$ cat src/rtl/cordic_pkg.sv
// Shared types and constants for the iterative CORDIC engine: FSM states, mode
// encodings, the atan(2^-i) table at 32 fractional bits and angle scaling helpers.
package cordic_pkg;

    localparam int CORDIC_WL    = 21;
    localparam int CORDIC_FRAC  = 16;
    localparam int CORDIC_ITERS = 17;
    localparam int CORDIC_GUARD = 2;

    typedef enum logic [1:0] {
        IDLE = 2'd0,
        BUSY = 2'd1,
        DONE = 2'd2
    } cordic_state_e;

    localparam logic MODE_ROT = 1'b0;
    localparam logic MODE_VEC = 1'b1;

    // atan(2^-i) in radians, scaled by 2^32; beyond i=11 the value is 2^(32-i)
    localparam logic [31:0] ATAN_TABLE [32] = '{
        32'd3373259426, 32'd1991351318, 32'd1052175346, 32'd534100635,
        32'd268086748,  32'd134174063,  32'd67103403,   32'd33553749,
        32'd16777131,   32'd8388597,    32'd4194303,    32'd2097152,
        32'd1048576,    32'd524288,     32'd262144,     32'd131072,
        32'd65536,      32'd32768,      32'd16384,      32'd8192,
        32'd4096,       32'd2048,       32'd1024,       32'd512,
        32'd256,        32'd128,        32'd64,         32'd32,
        32'd16,         32'd8,          32'd4,          32'd2
    };

    localparam longint unsigned PI_OVER_2_Q32 = 64'd6746518852;

    // Round-to-nearest conversion from 32 fractional bits down to frac bits (frac <= 31)
    function automatic longint unsigned scale_angle(input longint unsigned q32, input int frac);
        longint unsigned half;
        half = 64'd1 << (31 - frac);
        return (q32 + half) >> (32 - frac);
    endfunction

    function automatic longint unsigned atan_q(input logic [4:0] idx, input int frac);
        return scale_angle({32'd0, ATAN_TABLE[idx]}, frac);
    endfunction

    localparam longint unsigned PI_OVER_2 = scale_angle(PI_OVER_2_Q32, CORDIC_FRAC);

endpackage

$ cat src/rtl/cordic_microrot.sv
// One combinational CORDIC micro-rotation: picks the rotation direction from the
// mode and applies the shift-add update to x/y and the angle step to z.
module cordic_microrot
    import cordic_pkg::*;
#(
    parameter int XW = 23,
    parameter int ZW = 21
) (
    input  logic signed [XW-1:0] x,
    input  logic signed [XW-1:0] y,
    input  logic signed [ZW-1:0] z,
    input  logic signed [ZW-1:0] alpha,
    input  logic        [4:0]    shift,
    input  logic                 mode,
    output logic signed [XW-1:0] x_next,
    output logic signed [XW-1:0] y_next,
    output logic signed [ZW-1:0] z_next
);

    logic                 d;
    logic signed [XW-1:0] x_sh;
    logic signed [XW-1:0] y_sh;

    always_comb begin
        // Rotation drives z toward 0; vectoring drives y toward 0
        d      = (mode == MODE_ROT) ? z[ZW-1] : ~y[XW-1];
        x_sh   = x >>> shift;
        y_sh   = y >>> shift;
        x_next = x;
        y_next = y;
        z_next = z;
        if (d) begin
            x_next = x + y_sh;
            y_next = y - x_sh;
            z_next = z + alpha;
        end else begin
            x_next = x - y_sh;
            y_next = y + x_sh;
            z_next = z - alpha;
        end
    end

endmodule

$ cat src/rtl/cordic_engine.sv
// Iterative multi-mode CORDIC engine, one micro-rotation per clock, valid/ready on
// both sides. Define CORDIC_QUADRANT_EXT_EN to pre-rotate operands by +-pi/2 at capture.
//
// Handshake: a transfer happens on a rising edge where valid and ready are both 1.
// in_ready_o is high only in IDLE; out_valid_o is high only in DONE and the result
// holds until out_ready_i is seen; valid never depends combinationally on ready.
module cordic_engine
    import cordic_pkg::*;
#(
    parameter int WORD_LENGTH  = CORDIC_WL,
    parameter int FRAC_BITS    = CORDIC_FRAC,
    parameter int N_ITERATIONS = CORDIC_ITERS,
    parameter int GUARD_BITS   = CORDIC_GUARD
) (
    input  logic                          clk,
    input  logic                          rst,
    input  logic                          in_valid_i,
    output logic                          in_ready_o,
    input  logic                          mode_i,
    input  logic signed [WORD_LENGTH-1:0] x_i,
    input  logic signed [WORD_LENGTH-1:0] y_i,
    input  logic signed [WORD_LENGTH-1:0] z_i,
    output logic                          out_valid_o,
    input  logic                          out_ready_i,
    output logic signed [WORD_LENGTH-1:0] x_o,
    output logic signed [WORD_LENGTH-1:0] y_o,
    output logic signed [WORD_LENGTH-1:0] z_o,
    output cordic_state_e                 state_o
);

    localparam int WL = WORD_LENGTH;
    localparam int IW = WORD_LENGTH + GUARD_BITS;
    localparam logic [4:0] LAST_ITER = 5'(N_ITERATIONS - 1);
    localparam logic signed [IW-1:0] SAT_MAX = IW'((64'sd1 <<< (WL - 1)) - 64'sd1);
    localparam logic signed [IW-1:0] SAT_MIN = IW'(-(64'sd1 <<< (WL - 1)));

    cordic_state_e        state_q, state_d;
    logic [4:0]           cnt_q;
    logic                 mode_q;
    logic signed [IW-1:0] x_q, y_q, x_n, y_n;
    logic signed [WL-1:0] z_q, z_n, alpha;
    logic signed [IW-1:0] x_ext, y_ext, cap_x, cap_y;
    logic signed [WL-1:0] cap_z;
    logic                 last_iter;

    function automatic logic signed [WL-1:0] sat(input logic signed [IW-1:0] v);
        if (v > SAT_MAX)      return SAT_MAX[WL-1:0];
        else if (v < SAT_MIN) return SAT_MIN[WL-1:0];
        else                  return v[WL-1:0];
    endfunction

    assign in_ready_o  = (state_q == IDLE);
    assign out_valid_o = (state_q == DONE);
    assign state_o     = state_q;
    assign last_iter   = (cnt_q == LAST_ITER);
    assign alpha       = WL'(atan_q(cnt_q, FRAC_BITS));
    assign x_ext       = IW'(x_i);
    assign y_ext       = IW'(y_i);

    always_ff @(posedge clk or posedge rst) begin
        if (rst) state_q <= IDLE;
        else     state_q <= state_d;
    end

    always_comb begin
        state_d = state_q;
        case (state_q)
            IDLE:    if (in_valid_i)  state_d = BUSY;
            BUSY:    if (last_iter)   state_d = DONE;
            DONE:    if (out_ready_i) state_d = IDLE;
            default: state_d = IDLE;
        endcase
    end

`ifdef CORDIC_QUADRANT_EXT_EN
    localparam logic signed [WL-1:0] PI_HALF = WL'(scale_angle(PI_OVER_2_Q32, FRAC_BITS));

    always_comb begin
        cap_x = x_ext;
        cap_y = y_ext;
        cap_z = z_i;
        if (mode_i == MODE_ROT) begin
            if (z_i > PI_HALF) begin
                cap_x = -y_ext;
                cap_y = x_ext;
                cap_z = z_i - PI_HALF;
            end else if (z_i < -PI_HALF) begin
                cap_x = y_ext;
                cap_y = -x_ext;
                cap_z = z_i + PI_HALF;
            end
        end else if (x_i[WL-1]) begin
            // Left half-plane: turn the vector into the right half-plane first
            if (!y_i[WL-1]) begin
                cap_x = y_ext;
                cap_y = -x_ext;
                cap_z = z_i + PI_HALF;
            end else begin
                cap_x = -y_ext;
                cap_y = x_ext;
                cap_z = z_i - PI_HALF;
            end
        end
    end
`else
    always_comb begin
        cap_x = x_ext;
        cap_y = y_ext;
        cap_z = z_i;
    end
`endif

    cordic_microrot #(
        .XW(IW),
        .ZW(WL)
    ) u_microrot (
        .x      (x_q),
        .y      (y_q),
        .z      (z_q),
        .alpha  (alpha),
        .shift  (cnt_q),
        .mode   (mode_q),
        .x_next (x_n),
        .y_next (y_n),
        .z_next (z_n)
    );

    always_ff @(posedge clk or posedge rst) begin
        if (rst) begin
            cnt_q  <= '0;
            mode_q <= MODE_ROT;
            x_q    <= '0;
            y_q    <= '0;
            z_q    <= '0;
            x_o    <= '0;
            y_o    <= '0;
            z_o    <= '0;
        end else begin
            case (state_q)
                IDLE: begin
                    if (in_valid_i) begin
                        x_q    <= cap_x;
                        y_q    <= cap_y;
                        z_q    <= cap_z;
                        mode_q <= mode_i;
                        cnt_q  <= '0;
                    end
                end
                BUSY: begin
                    x_q <= x_n;
                    y_q <= y_n;
                    z_q <= z_n;
                    if (last_iter) begin
                        cnt_q <= '0;
                        x_o   <= sat(x_n);
                        y_o   <= sat(y_n);
                        z_o   <= z_n;
                    end else begin
                        cnt_q <= cnt_q + 5'd1;
                    end
                end
                default: ;
            endcase
        end
    end

endmodule

$ cat config.mk
export PLATFORM = sky130hd
export DESIGN_NAME = cordic_engine
export DESIGN_NICKNAME = d
export VERILOG_FILES = /design/src/rtl/cordic_pkg.sv /design/src/rtl/cordic_microrot.sv /design/src/rtl/cordic_engine.sv
export SDC_FILE = /design/constraint.sdc
export NUM_CORES = 1
export LEC_CHECK = 0
export ABC_AREA = 1
export CORE_ASPECT_RATIO = 1.4
export CORE_MARGIN = 3
export CORE_UTILIZATION = 59
export CTS_BUF_LIST = sky130_fd_sc_hd__clkbuf_8
export DETAILED_ROUTE_END_ITERATION = 8
export PLACE_DENSITY = 0.8
export SLEW_MARGIN = 10
export SYNTH_ARGS = -nofsm -noshare
export SYNTH_HDL_FRONTEND = slang
export SYNTH_SLANG_ARGS = --single-unit
$ cat constraint.sdc
create_clock -name clk -period 6.5 [get_ports clk]
set_input_delay 0.65 -clock clk [delete_from_list [all_inputs] [get_ports clk]]
set_output_delay 0.65 -clock clk [all_outputs]
set_load 0.005 [all_outputs]
# Yosys cells after proc, flatten, opt, wreduce, memory -nomap -nowiden
# Memories as Yosys holds them, arrays and structs flattened.
# Index checks and enable logic that the tools add are counted.
# classes
addsub	8
mul	0
div	0
n_lt_le_gt_ge	5
eq_ne	6
n_shift	2
n_mux	23
bitwise_logic	2
reduce_logical	6
# ops
cell	count
21-bit 2-to-1 mux	6
23-bit 2-to-1 mux	4
23-bit one-hot mux with 2 select lines	2
32-bit 2-to-1 mux	2
23-bit adder	2
23-bit by 21-bit greater-than comparator with 1-bit output (second input constant)	2
23-bit by 21-bit less-than comparator with 1-bit output (second input constant)	2
23-bit by 5-bit >>> shifter with 23-bit output	2
23-bit subtractor	2
21-bit one-hot mux with 2 select lines	1
32-bit by 16-bit adder with 33-bit output (second input constant)	1
21-bit by 18-bit adder with 21-bit output	1
21-bit by 18-bit subtractor with 21-bit output	1
5-bit 2-to-1 mux	2
5-bit one-hot mux with 2 select lines	1
6-bit greater-or-equal comparator (second input constant)	1
2-bit 2-to-1 mux	3
5-bit inverter with 6-bit output	1
2-bit one-hot mux with 3 select lines	1
2-bit AND reduction	3
5-bit by 1-bit adder with 5-bit output (second input constant)	1
5-bit equality test (second input constant)	1
2-bit inequality test (second input constant)	2
3-bit AND reduction	1
other kinds (7)	7
# word_totals
regBits	138
latch_bits	0
ramBits	0
mem_bits_ro	1024
input_bits	68
out_inout_bits	67
word_cells	62
memories	1
# mem_list
name	depth	word_bits	read_ports	rd_ports_with_merged_regs	wr	line	source
(name not given)	32	32	1	0	0	cordic_pkg.sv:41	return scale_angle({32'd0, ATAN_TABLE[idx]}, frac);

# Longest topological paths before layout
# Gate-level depths: netlist of the first run.
# logic_depth
depth_word	8
mapped_depth	40
ltp_nobuf	37

# By module
# A second synthesis of the first run with hierarchy kept.
# hier_totals
cells_unflattened	2067
hier_area_um2	13914.6
# by_module_without_submodules
module	instances	cells_per_inst	area_each_um2	seq_area_each_um2
cordic_microrot	1	1305	7189.4	0.0
cordic_engine	1	762	6725.2	3453.3

# Worst setup path after synthesis of the first run
# OpenSTA, ideal clock, no wires.
# synth_path
path_type	reg2reg
startpoint	register cnt_q[0]
endpoint	register y_o[10]
setup_time_ns	0.120
t_arrival_ns	4.388
required_time_ns	6.380
slack_ns	1.991
path_stages_with_launch	33
path_buffers	3
synth_period_minus_slack_ns	4.509
path_cell_list	dfrtp_1 > buf_6 > buf_4 > o21ai_0 > nand2_1 > o21ai_0 > nor2_1 > o21ai_1 > nand2_1 > a21oi_1 > ha_1 > inv_1 > nor2_1 > nand2_1 > nor4_1 > nand2_1 > nand2_1 > xor2_1 > ha_1 > a21oi_1 > o21ai_0 > a21oi_1 > nand3_1 > nand2_1 > nand3_1 > xor2_1 > inv_1 > or2_2 > nand3_1 > nand2_1 > inv_2 > buf_6 > a21oi_2
# synth_between
elab_chain_cells	6
word_cells_on_any_way	10
classes_between	add/sub (2); order compare (2); eq/ne (1); shift (1); mux (3); reduce/logical (1)
# synth_lines
element	line	source
start: declaration	cordic_engine.sv:38	logic [4:0] cnt_q;
start signal: assignment	cordic_engine.sv:159	cnt_q <= cnt_q + 5'd1;
23-bit by 5-bit >>> shifter with 23-bit output	cordic_microrot.sv:27	x_sh = x >>> shift;
23-bit adder or 23-bit subtractor (tied branches)	cordic_microrot.sv:38, cordic_microrot.sv:34	
23-bit 2-to-1 mux	cordic_microrot.sv:32	if (d) begin
23-bit by 21-bit less-than comparator with 1-bit output	cordic_engine.sv:48	else if (v < SAT_MIN) return SAT_MIN[WL-1:0];
21-bit 2-to-1 mux	cordic_engine.sv:48	
21-bit 2-to-1 mux	cordic_engine.sv:47	if (v > SAT_MAX) return SAT_MAX[WL-1:0];
end signal: assignment	cordic_engine.sv:156	y_o <= sat(y_n);
end: declaration	cordic_engine.sv:26	output logic signed [WORD_LENGTH-1:0] y_o,
# Parallel ways exist; a longest one is shown, timed or not.
# A chain may end at the register's enable or synchronous reset.

# Final worst setup path of the first run
# layout_path
startpoint	register cnt_q[2]
endpoint	register y_o[17]
# Same word-level chain as after synthesis.

==> results of run 1 <==
-- flip-flops by register name, summed over array words and instances, names as in the netlist --
register,flops
z_o,21
x_o,21
y_q,23
z_q,21
mode_q,1
y_o,21
state_o,2
x_q,23
cnt_q,5
-- kinds of logic (layout without fill, tap and decap cells) --
family / after synthesis / count (layout) / synth area share, %
xor gates and xnor gates: 121 / 121 / 7.88
and+or+nand+nor: 1107 / 1107 / 34.2
buffers and inverters: 265 / 365 / 8.42
AOI/OAI and AO/OA: 379 / 379 / 15.8
muxes: 3 / 3 / 0.223
adders and majority gates: 82 / 82 / 7.79
DFF: 138 / 138 / 25.7
-- routing by layer --
layer  part of all wire (%)  wire, µm  vias to the layer above
met2                     50     22100                      612
met1                     38     17100                     6823
met3                    5.8      2580                      169
met5                      0         0                        -
li1                       -         -                     7010
met4                    6.4      2840                        0
-- worst max path at each step --
stage	cells past startpoint	start	to	slack [ps]
after global placement	31	cnt_q[0]	y_o[17]	760
final	28	cnt_q[2]	y_o[17]	630
after global routing	27	cnt_q[2]	z_q[18]	10
after CTS	30	cnt_q[2]	y_o[14]	700
after floorplan	32	cnt_q[0]	y_o[10]	1990
after detailed placement	30	cnt_q[2]	y_o[11]	710
-- layout by cell type, fill, tap and decap left out, types with 6 or more instances in the layout --
cell type	instances
ha_1	79
nand3_1	154
o22ai_1	20
inv_2	9
a21oi_1	146
nor2_4	8
clkbuf_8	17
clkdlybuf4s50_1	134
o21ai_1	24
o21ai_0	120
a21oi_2	11
o211ai_1	13
a21o_1	6
inv_1	165
nor3_1	18
nand2_1	682
nor2_1	189
xor2_1	86
dfrtp_1	137
buf_4	21
xnor2_1	35
nand2_2	14
nand4_1	16
-- worst max-delay path: cells and delay by family, from the launching register on --
family          cells  cell delay, ps
compound gates      7            1350
xor+xnor            2             420
simple gates       13            2000
fa+ha+maj           2             550
flops               1             600
buf+inv             4             800
-- per-stage QoR --
step           util [%]  setup slack (ps)
2_1_floorplan         -              1990
3_3_place_gp       67.5               756
3_5_place_dp       67.5               715
4_1_cts            69.3               697
5_1_grt            69.3              12.9
6_report           69.3               632
-- area by class of cell --
class | count | area (µm²) | share of cell area [%]
Multi-Input combinational cell | 1692 | 8890 | 58.1
Sequential cell | 138 | 3450 | 22.6
Timing Repair Buffer | 156 | 1520 | 9.92
Inverter | 177 | 672 | 4.39
Tap cell | 297 | 372 | 2.43
Clock buffer | 17 | 234 | 1.53
Clock inverter | 15 | 170 | 1.11
==> results.toml, run 1 <==
[cts]
cts_resized = 0
cts_tree = "done"
clockBufferDepth = 2
hold_buffers = 0
path_clk_slew_ps = 90
h-tree-depth = 4
numCtsBuffers = 17
worstSkewPairLatency_ps = 490
numClockSinks = 138
post_cts_buffers = 0
root_buffer = "clkbuf_8"

[sta]
clock.fmax_ghz = 0.170
tns_ps = 0
rsz0062_at_grt = "false"
final.period_utilization_pct = 90.3
hold_viol = 0
finClkSkew_ps = 20.8
worstMarginPinSlew_ps = 1280
hold_slack_ps = 486
relSlewSlack_pct = 14.4
slew_violations = 0
finalCriticalPeriod_ps = 5870
setup_viol = 0

[global_route]
grt_pass1_wl_um = 72000
antenna_found_initial = 0
use_met2_pct = 64.3
grt_max_degree = 76
grt_pass1_vias = 14414
busiest_layer = "met2"
grtUsageMet3_pct = 5.71
grtUsageMet1_pct = 40.7
grt_use_total_pct = 36.2
grt-ovfl-total = 0

[setup_path]
crit_type = "reg -> reg"
r2r-end = "y_o[17]"
arrival_ps = 6220
crit_path_frequent_cell = "nand2_1"
reg2regPathDepth = 28
cp_slowest_cell = "dfrtp_1"
end_kind = "register"
ff2ff_setup_slack_ps = 630
cp.required_ps = 6850
cp-start-kind = "register"
cp_max_fo = 19
r2r_start = "cnt_q[2]"
max_stage_delay_ps = 600

[place]
gp_congestion = 0.967
dp.cells = 2460
io_buffers = 134
placed_area_um2 = 14900
place_hpwl_um = 34200

[synth]
syn_nets = 2245
synth_ff_type = "dfrtp_1"
synthArstFlopShare_pct = 100
syn_area_per_cell_um2 = 6.42
ys_warn_count = 0
synth_common_cells = "nand2_1 (682), nor2_1 (192), inv_1 (167), nand3_1 (154), a21oi_1 (146)"
synth-edff-count = 0
synth_area_um2 = 13500
synth_seq_area_share_pct = 25.7
synth.top_cell.area_share_pct = 25.7
synthTopCellsByArea = "dfrtp_1 (26%), nand2_1 (19%), ha_1 (7.3%), nand3_1 (5.7%), xor2_1 (5.6%)"
synth_most_common_cell = "nand2_1"
synth_cell_type_count = 55
ys_ff_latch = 138
synth_top_cell_by_area = "dfrtp_1"
syn_inst = 2095

[routing]
routed_wl_um = 44600
vias = 14614
drtAntennaViolNets = 0
via_per_inst = 5.86
wl_per_cell_um = 17.9
drc = 0
firstDrtPassIters = 6
drtIter0Drc = 981

[floorplanning]
dieHeight_um = 185
row_count = 64
core_area_um2 = 22100
io_pins = 135
initial_core_util_pct = 60.9
die_w_um = 134
die-area_um2 = 24700

[hold_path]
min_to = "z_o[6]"
hold_class = "reg -> reg"
holdPathStages = 2
hp-start = "z_o[6]"

[finish]
instances_no_fill = 2492
finalInstanceArea_um2 = 15300
final_layout_size_suffix_gt1_share_pct = 5.47
layout.nets = 2332
area_growth_pct = 13.8
num_antenna_cells = 0
fillerInstances = 1963

[status]
run_status = "finished, final reports clean"

[run]
cap_violations = 0
Power of run 1 is left out: the tool's default activity adds up to more than one toggle a clock period on the data nets, which glitch-free logic cannot reach.
==> run 2: changes to the inputs <==
--- a/config.mk
+++ b/config.mk
@@ -6,13 +6,12 @@
 export NUM_CORES = 1
 export LEC_CHECK = 0
 export ABC_AREA = 1
-export CORE_ASPECT_RATIO = 1.4
+export CORE_ASPECT_RATIO = 0.75
 export CORE_MARGIN = 3
 export CORE_UTILIZATION = 59
 export CTS_BUF_LIST = sky130_fd_sc_hd__clkbuf_8
 export DETAILED_ROUTE_END_ITERATION = 8
 export PLACE_DENSITY = 0.8
-export SLEW_MARGIN = 10
 export SYNTH_ARGS = -nofsm -noshare
 export SYNTH_HDL_FRONTEND = slang
 export SYNTH_SLANG_ARGS = --single-unit
==> results.toml, run 2 (synthesized netlist as in run 1, its figures left out) <==
[floorplanning]
core_area_um2 = 22200
io_pins = 135
die-area_um2 = 24700
dieHeight_um = 137
row_count = 47
die_w_um = 180
initial_core_util_pct = 60.5

[place]
gp_congestion = 1.00
place_hpwl_um = 32300
placed_area_um2 = 14900
io_buffers = 134

[global_route]
grt_pass1_wl_um = 71300
grt_max_degree = 74
grt_pass1_vias = 14001
antenna_found_initial = 0
grt_use_total_pct = 35.3
grt-ovfl-total = 0

[finish]
finalInstanceArea_um2 = 15300
layout_common_cells = "nand2_1 (681), nor2_1 (189), inv_1 (167)"
fillerInstances = 2029
area_growth_pct = 14.0
num_antenna_cells = 0
final_common_cell = "nand2_1"
reg.largest.list = "x_q x23, y_q x23"
final_layout_size_suffix_gt1_share_pct = 5.38
layout.nets = 2331

[hold_path]
hp-start = "z_o[1]"
min_to = "z_o[1]"
hold_class = "reg -> reg"
holdPathStages = 2

[routing]
via_per_inst = 5.85
firstDrtPassIters = 6
drtAntennaViolNets = 0
drtIter0Drc = 1614
routed_wl_um = 44100
drc = 0
vias = 14562
wl_per_cell_um = 17.7

[cts]
cts_tree = "done"
worstSkewPairLatency_ps = 490
hold_buffers = 0
clockBufferDepth = 2
numClockSinks = 138
numCtsBuffers = 17
root_buffer = "clkbuf_8"
path_clk_slew_ps = 90
h-tree-depth = 4

[setup_path]
arrival_ps = 6450
ff2ff_setup_slack_ps = 410
crit_type = "reg -> reg"
r2r-end = "y_o[18]"
cp-start-kind = "register"
r2r_start = "cnt_q[0]"
cp_slowest_cell = "dfrtp_4"
path_depth = 34
max_stage_delay_ps = 590
path_delay_family = "simple AND/OR/NAND/NOR gates"
end_kind = "register"
reg2regPathDepth = 34
cp_max_fo = 28
crit_path_frequent_cell = "nand2_1"
worst-path-buf-inv = 5
cp.required_ps = 6860

[run]
cap_violations = 0

[sta]
relSlewSlack_pct = 31.8
worstMarginPinSlew_ps = 1020
tns_ps = 0
rsz0062_at_grt = "false"
setup_viol = 0
clock.fmax_ghz = 0.164
hold_viol = 0
finalCriticalPeriod_ps = 6090
slew_violations = 0
finClkSkew_ps = 20.7
final.period_utilization_pct = 93.7
hold_slack_ps = 483

[status]
run_status = "finished, final reports clean"
-- run 2: layout make-up --
cell class / instances / area (µm²) / share of cell area (%)
clock inverters: 15 / 174 / 1.13
clock buffers: 17 / 234 / 1.53
inverters: 177 / 678 / 4.42
flip-flops and latches: 138 / 3460 / 22.5
repair buffers: 155 / 1520 / 9.94
multi-input cells: 1692 / 8900 / 58.0
well taps: 294 / 368 / 2.40
-- run 2: worst max path at each step --
stage,slack [ps],endpoint,start
2_1_floorplan,1990,y_o[10],cnt_q[0]
3_3_place_gp,330,y_o[15],cnt_q[0]
3_5_place_dp,340,y_o[18],cnt_q[0]
4_1_cts,320,y_o[18],cnt_q[0]
5_1_grt,0.3,y_o[13],cnt_q[0]
6_report,410,y_o[18],cnt_q[0]
-- run 2: repair_timing --
item	in CTS	in global routing
buffers inserted	0	1
gates resized for setup	0	11
setup endpoints to repair	0	20
-- run 2: per-stage QoR --
stage          setup WS, ps  std cells  utilization (%)
6_report                407       2488             69.0
5_1_grt               0.258       2488             69.0
4_1_cts                 321       2487             68.9
3_5_place_dp            341       2455             67.0
3_3_place_gp            331       2455             67.0
2_1_floorplan          1990       2095                -
-- run 2: worst register-to-register path: cells and delay by family (launching register included) --
| kind | cells | cell delay (ps) |
|---|---|---|
| and+or+nand+nor | 20 | 2870 |
| DFF | 1 | 590 |
| buffers and inverters | 5 | 720 |
| AOI/OAI and AO/OA | 5 | 750 |
| xor gates and xnor gates | 2 | 420 |
| adders and majority gates | 2 | 590 |
-- run 2: metal layers --
metal,GRT usage [%],wire (µm)
met5,0,0
met4,11.9,1250
met3,7.57,3960
met2,53.8,18900
met1,50.2,20000
Power of run 2 is left out for the same reason.
